`src/rtl/osc_phase_gen.sv`:
```
// osc_phase_gen
// Programmable square-wave divider with a one-hot phase rotator.
//
// A half-period counter runs from 0 up to div_q. Reaching div_q is a "wrap":
// the counter returns to 0 and y toggles. Each wrap also applies any pending
// divisor. Dropping en does not cut the output short. The block drains until
// y is back at 0, and only then parks in HALT.
//
// Ports
//   clk       : clock, all state changes on the rising edge
//   rst       : asynchronous active-high reset
//   en        : run request
//   div_in    : new divisor value (half-period = div_in+1 clk cycles)
//   div_load  : one-cycle strobe that captures div_in as the pending divisor
//   div_ack   : one-cycle pulse on the edge where a pending divisor takes effect
//   y         : divided square wave (registered)
//   tick      : one-cycle pulse on every y transition (registered)
//   phase     : one-hot phase, rotates left on every rising edge of y
//   stopped   : high while the FSM sits in HALT
module osc_phase_gen #(
    parameter int CNT_W       = 8,
    parameter int NPHASE      = 4,
    parameter int DEFAULT_DIV = 9
) (
    input  logic              clk,
    input  logic              rst,
    input  logic              en,
    input  logic [CNT_W-1:0]  div_in,
    input  logic              div_load,
    output logic              div_ack,
    output logic              y,
    output logic              tick,
    output logic [NPHASE-1:0] phase,
    output logic              stopped
);

    typedef enum logic [1:0] {
        HALT  = 2'd0,
        RUN   = 2'd1,
        DRAIN = 2'd2
    } state_t;

    localparam logic [NPHASE-1:0] PHASE_INIT = NPHASE'(1);
    localparam logic [CNT_W-1:0]  DIV_INIT   = CNT_W'(DEFAULT_DIV);

    state_t              state_reg;
    logic [CNT_W-1:0]    count_reg;
    logic [CNT_W-1:0]    div_q_reg;
    logic [CNT_W-1:0]    pend_val_reg;
    logic                pend_reg;
    logic                y_reg;
    logic                tick_reg;
    logic                div_ack_reg;
    logic [NPHASE-1:0]   phase_reg;

    logic                counting;
    logic                wrap;
    logic                drain_stop;
    logic                toggle;
    logic                rise;
    logic [NPHASE-1:0]   phase_next;

    // The counter only advances outside HALT. A wrap is the last cycle of a half-period.
    assign counting = (state_reg != HALT);
    assign wrap     = counting && (count_reg == div_q_reg);

    // The FSM parks only when a wrap happens in DRAIN and en is still low.
    // If en returns in DRAIN, that wrap behaves exactly like a RUN wrap.
    assign drain_stop = wrap && (state_reg == DRAIN) && !en;

    // A parking wrap toggles only if y is high. This returns y to 0 without
    // producing a spurious rising edge.
    assign toggle = wrap && (!drain_stop || y_reg);
    assign rise   = toggle && !y_reg;

    // Rotate left by one position: bit gi takes bit gi-1, and bit 0 takes the MSB.
    genvar gi;
    generate
        for (gi = 0; gi < NPHASE; gi++) begin : g_rot
            assign phase_next[gi] = phase_reg[(gi + NPHASE - 1) % NPHASE];
        end
    endgenerate

    always_ff @(posedge clk or posedge rst) begin
        if (rst) begin
            state_reg    <= HALT;
            count_reg    <= '0;
            div_q_reg    <= DIV_INIT;
            pend_val_reg <= '0;
            pend_reg     <= 1'b0;
            y_reg        <= 1'b0;
            tick_reg     <= 1'b0;
            div_ack_reg  <= 1'b0;
            phase_reg    <= PHASE_INIT;
        end else begin
            tick_reg    <= toggle;
            y_reg       <= y_reg ^ toggle;
            div_ack_reg <= wrap && pend_reg;

            if (rise) begin
                phase_reg <= phase_next;
            end

            // The old pending value is applied at the wrap. A load on the same
            // edge becomes pending for the next wrap, so the newest value wins.
            if (wrap && pend_reg) begin
                div_q_reg <= pend_val_reg;
            end
            if (div_load) begin
                pend_val_reg <= div_in;
                pend_reg     <= 1'b1;
            end else if (wrap) begin
                pend_reg <= 1'b0;
            end

            if (!counting || wrap) begin
                count_reg <= '0;
            end else begin
                count_reg <= count_reg + 1'b1;
            end

            case (state_reg)
                HALT: begin
                    if (en) begin
                        state_reg <= RUN;
                    end
                end
                RUN: begin
                    if (!en) begin
                        state_reg <= DRAIN;
                    end
                end
                DRAIN: begin
                    if (en) begin
                        state_reg <= RUN;
                    end else if (wrap) begin
                        state_reg <= HALT;
                    end
                end
                default: begin
                    state_reg <= HALT;
                end
            endcase
        end
    end

    assign y       = y_reg;
    assign tick    = tick_reg;
    assign div_ack = div_ack_reg;
    assign phase   = phase_reg;
    assign stopped = (state_reg == HALT);

endmodule
```
`config.mk`:
```
export PLATFORM = sky130hd
export DESIGN_NAME = osc_phase_gen
export DESIGN_NICKNAME = d
export VERILOG_FILES = /design/src/rtl/osc_phase_gen.sv
export SDC_FILE = /design/constraint.sdc
export NUM_CORES = 1
export LEC_CHECK = 0
export CAP_MARGIN = 20
export CORE_AREA = 2 2 56 58
export CTS_CLUSTER_SIZE = 10
export DETAILED_ROUTE_END_ITERATION = 6
export DIE_AREA = 0 0 58 60
export GPL_ROUTABILITY_DRIVEN = 0
export HOLD_SLACK_MARGIN = 0.02
export PLACE_DENSITY_LB_ADDON = 0.1
export SLEW_MARGIN = 10
export SYNTH_ARGS = -nofsm -noshare
export SYNTH_HDL_FRONTEND = slang
export SYNTH_SLANG_ARGS = --single-unit
```
`constraint.sdc`:
```
create_clock -name clk -period 2.2 [get_ports clk]
set_clock_uncertainty 0.1 [all_clocks]
set_input_delay 0.66 -clock clk [delete_from_list [all_inputs] [get_ports clk]]
set_output_delay 0.66 -clock clk [all_outputs]
set_load 0.03 [all_outputs]
```
==> results.py <==
metrics = {
    "global_routing": {
        "grt_max_degree": 35,
        "grt_overflow": 0,
        "grt_use_met3_pct": 6.494,
        "grt_usage_pct": 16.60,
        "antenna_found_initial": 0,
        "grt_pass1_wl_um": 4077,
        "use_met1_pct": 20.59,
        "grtUsageMet2_pct": 25.49,
        "grt_pass1_vias": 864,
        "grt_busiest_layer": "met2",
    },
    "timing": {
        "drv_slew": 0,
        "max_freq_mhz": 467.6,
        "rsz0062_at_grt": "false",
        "period_minus_slack_ns": 2.139,
        "final-setup-viol-count": 0,
        "worst_slew_pin_slew_ns": 0.4214,
        "slew_headroom_pct": 71.91,
        "hold_ws_ns": 0.4136,
        "hold_violations": 0,
        "setup_ws_ns": 0.06121,
        "fin_crit_sh_pct": 97.22,
    },
    "power_and_ir_drop": {
        "swShare_pct": 30.39,
        "p_leak_nw": 0.8183,
        "power.sequential.fraction_pct": 51.4,
        "p_comb_share_pct": 27.0,
        "powerDensity_nw_per_um2": 942.5,
        "clock_power_share_pct": 21.6,
        "total_power_w": 0.001662,
        "switchingPower_w": 0.0005049,
        "p_int_w": 0.001157,
        "vdd_drop_max_mv": 0.6493,
    },
    "setup_path": {
        "cp_num_buf_inv": 1,
        "start_kind": "flop",
        "crit_path_top_delay_cell": "clkdlybuf4s50_1",
        "startpoint": "phase[3]",
        "r2r_slack_ns": 0.14,
        "path_max_fanout": 3,
        "r2r-start": "div_q_reg[0]",
        "required_ns": 1.44,
        "crit_family": "buffers and inverters",
        "path_cells": "clkdlybuf4s50_1",
        "cp_data_arrival_time_ns": 1.38,
        "crit_path_max_incr_delay_ns": 0.68,
        "critical_path_class": "flop to output port",
        "cp-end-kind": "output port",
    },
    "cts": {
        "clockBufferDepth": 2,
        "clk_pin_slew_ns": 0.10,
        "cts_tree": "built",
        "clock_latency_ns": 0.33,
        "cts_max_level": 2,
        "cts_buffers": 5,
        "clock_sinks": 34,
        "root_buffer": "clkbuf_4",
    },
    "drt": {
        "via_per_inst": 5.065,
        "drc": 0,
        "dr.pass1.iters": 4,
        "routed_wl_um": 2287,
        "antenna_left": 0,
        "vias": 861,
        "routedWlPerCell_um": 13.45,
        "drt_first_iter_violations": 10,
    },
    "layout": {
        "final_common_cell": "dfrtp_1",
        "nets": 150,
        "multiInputGateArea_sq_um": 553.0,
        "area_delta_synth_final_pct": 24.03,
        "final_cell_mix": "dfrtp_1 (31), mux2_2 (20), clkdlybuf4s50_1 (14)",
        "filler_cell_count": 240,
        "finalInstanceArea_sq_um": 1763,
        "drive_gt1_share_pct": 29.20,
        "diodes": 0,
        "regArea_sq_um": 854.6,
    },
    "logic_synthesis": {
        "synth_area_leader_cell": "dfrtp_1",
        "yosys_warnings": 0,
        "syn_avg_cell_area_sq_um": 13.54,
        "synth_top_area_share_pct": 54.58,
        "synth.distinct_cells": 24,
        "netlist_instances": 105,
        "ys_seq_area_share_pct": 60.12,
        "synth-seq-cells": 34,
        "syn_nets": 119,
        "synth_area_leaders": "dfrtp_1 (55%), mux2_2 (16%), xnor2_1 (7.4%)",
        "netlist_area_sq_um": 1421,
    },
    "min_path": {
        "hp-start": "count_reg[0]",
        "hp-class": "flop to flop",
    },
    "floorplanning": {
        "die_h_um": 60,
        "placementRows": 20,
        "die_x_um": 58,
        "die_area_sq_um": 3480,
        "initial_core_util_pct": 48.97,
        "io_pins": 20,
        "core_area_sq_um": 2903,
    },
    "place": {
        "place_area_sq_um": 1692,
        "pre_cts_ws_ns": -0.1982,
        "port_buffers": 19,
        "hpwlAfterDp_um": 1623,
    },
    "flow_run": {
        "cap_viol_max_count": 0,
    },
    "run_status": {
        "status": "completed",
    },
}
per-layer routing:
layer  up-vias  part of all wire, %
met4         0                  2.4
met1       414                   47
li1        425                    -
met2        16                   46
met5         -                    0
met3         6                  4.8
synth_stat cells:
library cell / number
o22ai_1: 1
clkbuf_1: 1
nand4_2: 1
nand2_1: 2
nand3_1: 2
nor3_1: 2
dfstp_2: 3
xnor2_1: 12
dfrtp_1: 31
nand2b_1: 2
ha_1: 2
a21boi_0: 1
and3_1: 1
a21oi_1: 1
mux2_2: 20
inv_1: 4
nor4b_4: 1
nand4_1: 1
xor2_1: 2
nor2b_1: 1
o21a_1: 1
o21ai_0: 1
o31ai_1: 1
nor2_1: 11
through the flow:
stage / utilization (%) / setup TNS (ns) / cells
2_1_floorplan: - / 0 / 105
3_3_place_gp: 58.28 / -0.4411 / 162
4_1_cts: 60.30 / 0 / 170
3_5_place_dp: 58.28 / -0.7269 / 162
6_report: 60.73 / 0 / 170
5_1_grt: 60.73 / 0 / 170
path summary, 6_finish.rpt:
path | to | cells past startpoint
max | phase[3] | 1
min | count_reg[0] | 1
max reg2reg | phase[3] | 5
min reg2reg | count_reg[0] | 1
max in group asynchronous | div_q_reg[3] | 3
min in group asynchronous | pend_val_reg[0] | 3
final cells by class:
class	count	area share (%)
well taps	33	2.342
repair buffers	25	13.56
inverters	4	0.8517
clock buffers	7	3.123
multi-input cells	66	31.37
flip-flops and latches	34	48.47
clock inverters	1	0.2839
power groups by stage:
stage / sequential [W] / combinational (W) / clock [W]
2_1_floorplan: 0.000874 / 0.000313 / 0
3_3_place_gp: 0.000869 / 0.000444 / 0
3_5_place_dp: 0.000871 / 0.000452 / 0
4_1_cts: 0.000858 / 0.000456 / 0.000373
5_1_grt: 0.000873 / 0.000492 / 0.000402
6_report: 0.000854 / 0.000449 / 0.000358
what timing repair did:
action | in CTS | in global routing
hold buffers | 0 | 0
cloned | 0 | 0
endpoints found under the setup margin | 1 | 6
buffers inserted | 0 | 0
resized for setup | 1 | 4
cell families after synthesis:
kind of cell	after synthesis	synth area share (%)
AOI/OAI and AO/OA	6	2.729
xor gates and xnor gates	14	8.627
adders and majority gates	2	1.760
buffers and inverters	5	1.320
DFF	34	60.12
muxes	20	15.85
and+or+nand+nor	24	9.596
Note: power is estimated with default switching activity, not from simulation.
==> RTL change, RTL diff (config.mk and constraints unchanged) <==
`CNT_W`: 8 -> 6.
--- a/src/rtl/osc_phase_gen.sv
+++ b/src/rtl/osc_phase_gen.sv
@@ -20,3 +20,3 @@
 module osc_phase_gen #(
-    parameter int CNT_W       = 8,
+    parameter int CNT_W       = 6,
     parameter int NPHASE      = 4,
Interface: changed (resized div_in); port bits go from 20 to 18. No check against the original RTL was run, so the function may have changed too.
==> RTL change against the unedited design <==
Area after synthesis is 17% lower; total power is 11% lower; routed wire length is 18% lower; global-route usage is 4.2 points lower; non-clock buffer count is 3 lower; sequential cell count is 6 lower; setup slack better by 0.022 ns; cell area is 16% lower; largest power group unchanged.
==> RTL change: results (changes against the unedited design) <==
.. list-table::
   :header-rows: 1

   * - Metric
     - Value
   * - Status
     - finished clean
   * - Leading cell types by total area after synthesis
     - sky130_fd_sc_hd__dfrtp_1 53%, sky130_fd_sc_hd__mux2_2 15%, sky130_fd_sc_hd__dfstp_2 6.6%
   * - Mean number of vias per cell
     - 4.94 (-2.4%)
   * - Met1 usage in global routing
     - 17.1% (-3.5 points)
   * - Critical path's slowest cell
     - sky130_fd_sc_hd__dfrtp_1
   * - Detailed route wirelength on metal3
     - 79 um (-28%)
   * - Fraction of power spent switching nets
     - 32.5% (+2.1 points)
   * - Global-route met2 utilization
     - 18.2% (-7.3 points)
   * - Mapped Nets
     - 99 (-17%)
   * - Xor and xnor area share after synthesis
     - 7.38% (-1.2 points)
   * - Placed Area
     - 0.00142 mm2 (-16%)
   * - Syn Inst Count
     - 87 (-17%)
   * - End of the worst register-to-register path
     - phase[2]
   * - Final-stage net count
     - 125 (-17%)
   * - Final-layout fill cell count
     - 277 (+15%)
   * - Register-to-register setup slack
     - 0.18 ns (+0.04 ns)
   * - Combinational cell fraction of total power
     - 33.6% (+6.6 points)
   * - Clock slew at reported path FFs
     - 0.14 ns (+0.04 ns)
   * - Number of global-route vias before repair
     - 705 (-18%)
   * - HPWL after DPL
     - 1350 um (-17%)
   * - Wire length of the first global-routing pass
     - 3210 um (-21%)
   * - CTS H-Tree Depth
     - 1 (-1)
   * - Peak VDD IR
     - 464 uV (-29%)
   * - Number of CTS-inserted buffers
     - 3 (-2)
   * - Share of the synthesized area in compound gates (AO/OA/AOI/OAI)
     - 3.48% (+0.75 points)
   * - Worst hold slack
     - 0.389 ns (-0.0250 ns)
   * - Hold worst-path end
     - state_reg[0]
   * - Met1 routed wirelength after detailed routing
     - 895 um (-16%)
   * - Portion of total power attributed to sequential cells
     - 49.8% (-1.6 points)
   * - Adder-cell share of the synthesized area
     - 2.11% (+0.35 points)
   * - Leading post-synthesis cells by instance count
     - 25 x sky130_fd_sc_hd__dfrtp_1, 16 x sky130_fd_sc_hd__mux2_2, 9 x sky130_fd_sc_hd__xor2_1
   * - Post-synthesis to final-layout area growth
     - 24.8%
   * - CP Max Fanout
     - 4 (+1)
   * - Largest stage delay on the critical path
     - 0.43 ns (-0.25 ns)
-- RTL change: cell types whose count changed after synthesis, sizes merged, moves of 2 or more --
cell    before  now
nand2b       2    0
nand3        2    4
a21o         0    3
dfrtp       31   25
xor2         2    9
inv          4    6
nor2        11    6
mux2        20   16
xnor2       12    1
-- RTL change: worst max path at each step --
stage / endpoint / startpoint
after floorplan: phase[1] / div_q_reg[0]
after global placement: phase[3] / en
after detailed placement: phase[2] / en
after CTS: phase[2] / phase[2]
after global routing: stopped / state_reg[0]
final: stopped / state_reg[0]
-- RTL change: critical path, delay by kind of cell, from the launching register on --
kind                   cells  cell delay [ns]
buffers and inverters      2             0.26
flip-flops                 1             0.43
AND/OR/NAND/NOR            1             0.34
-- RTL change: final cells by class --
cell class	instances	area (um2)	area share (%)
sequential	28	704	47.6
multi-input combinational	52	462	31.2
timing repair buffer	22	214	14.5
tap	33	41.3	2.79
clock buffer	4	36.3	2.45
inverter	6	22.5	1.52
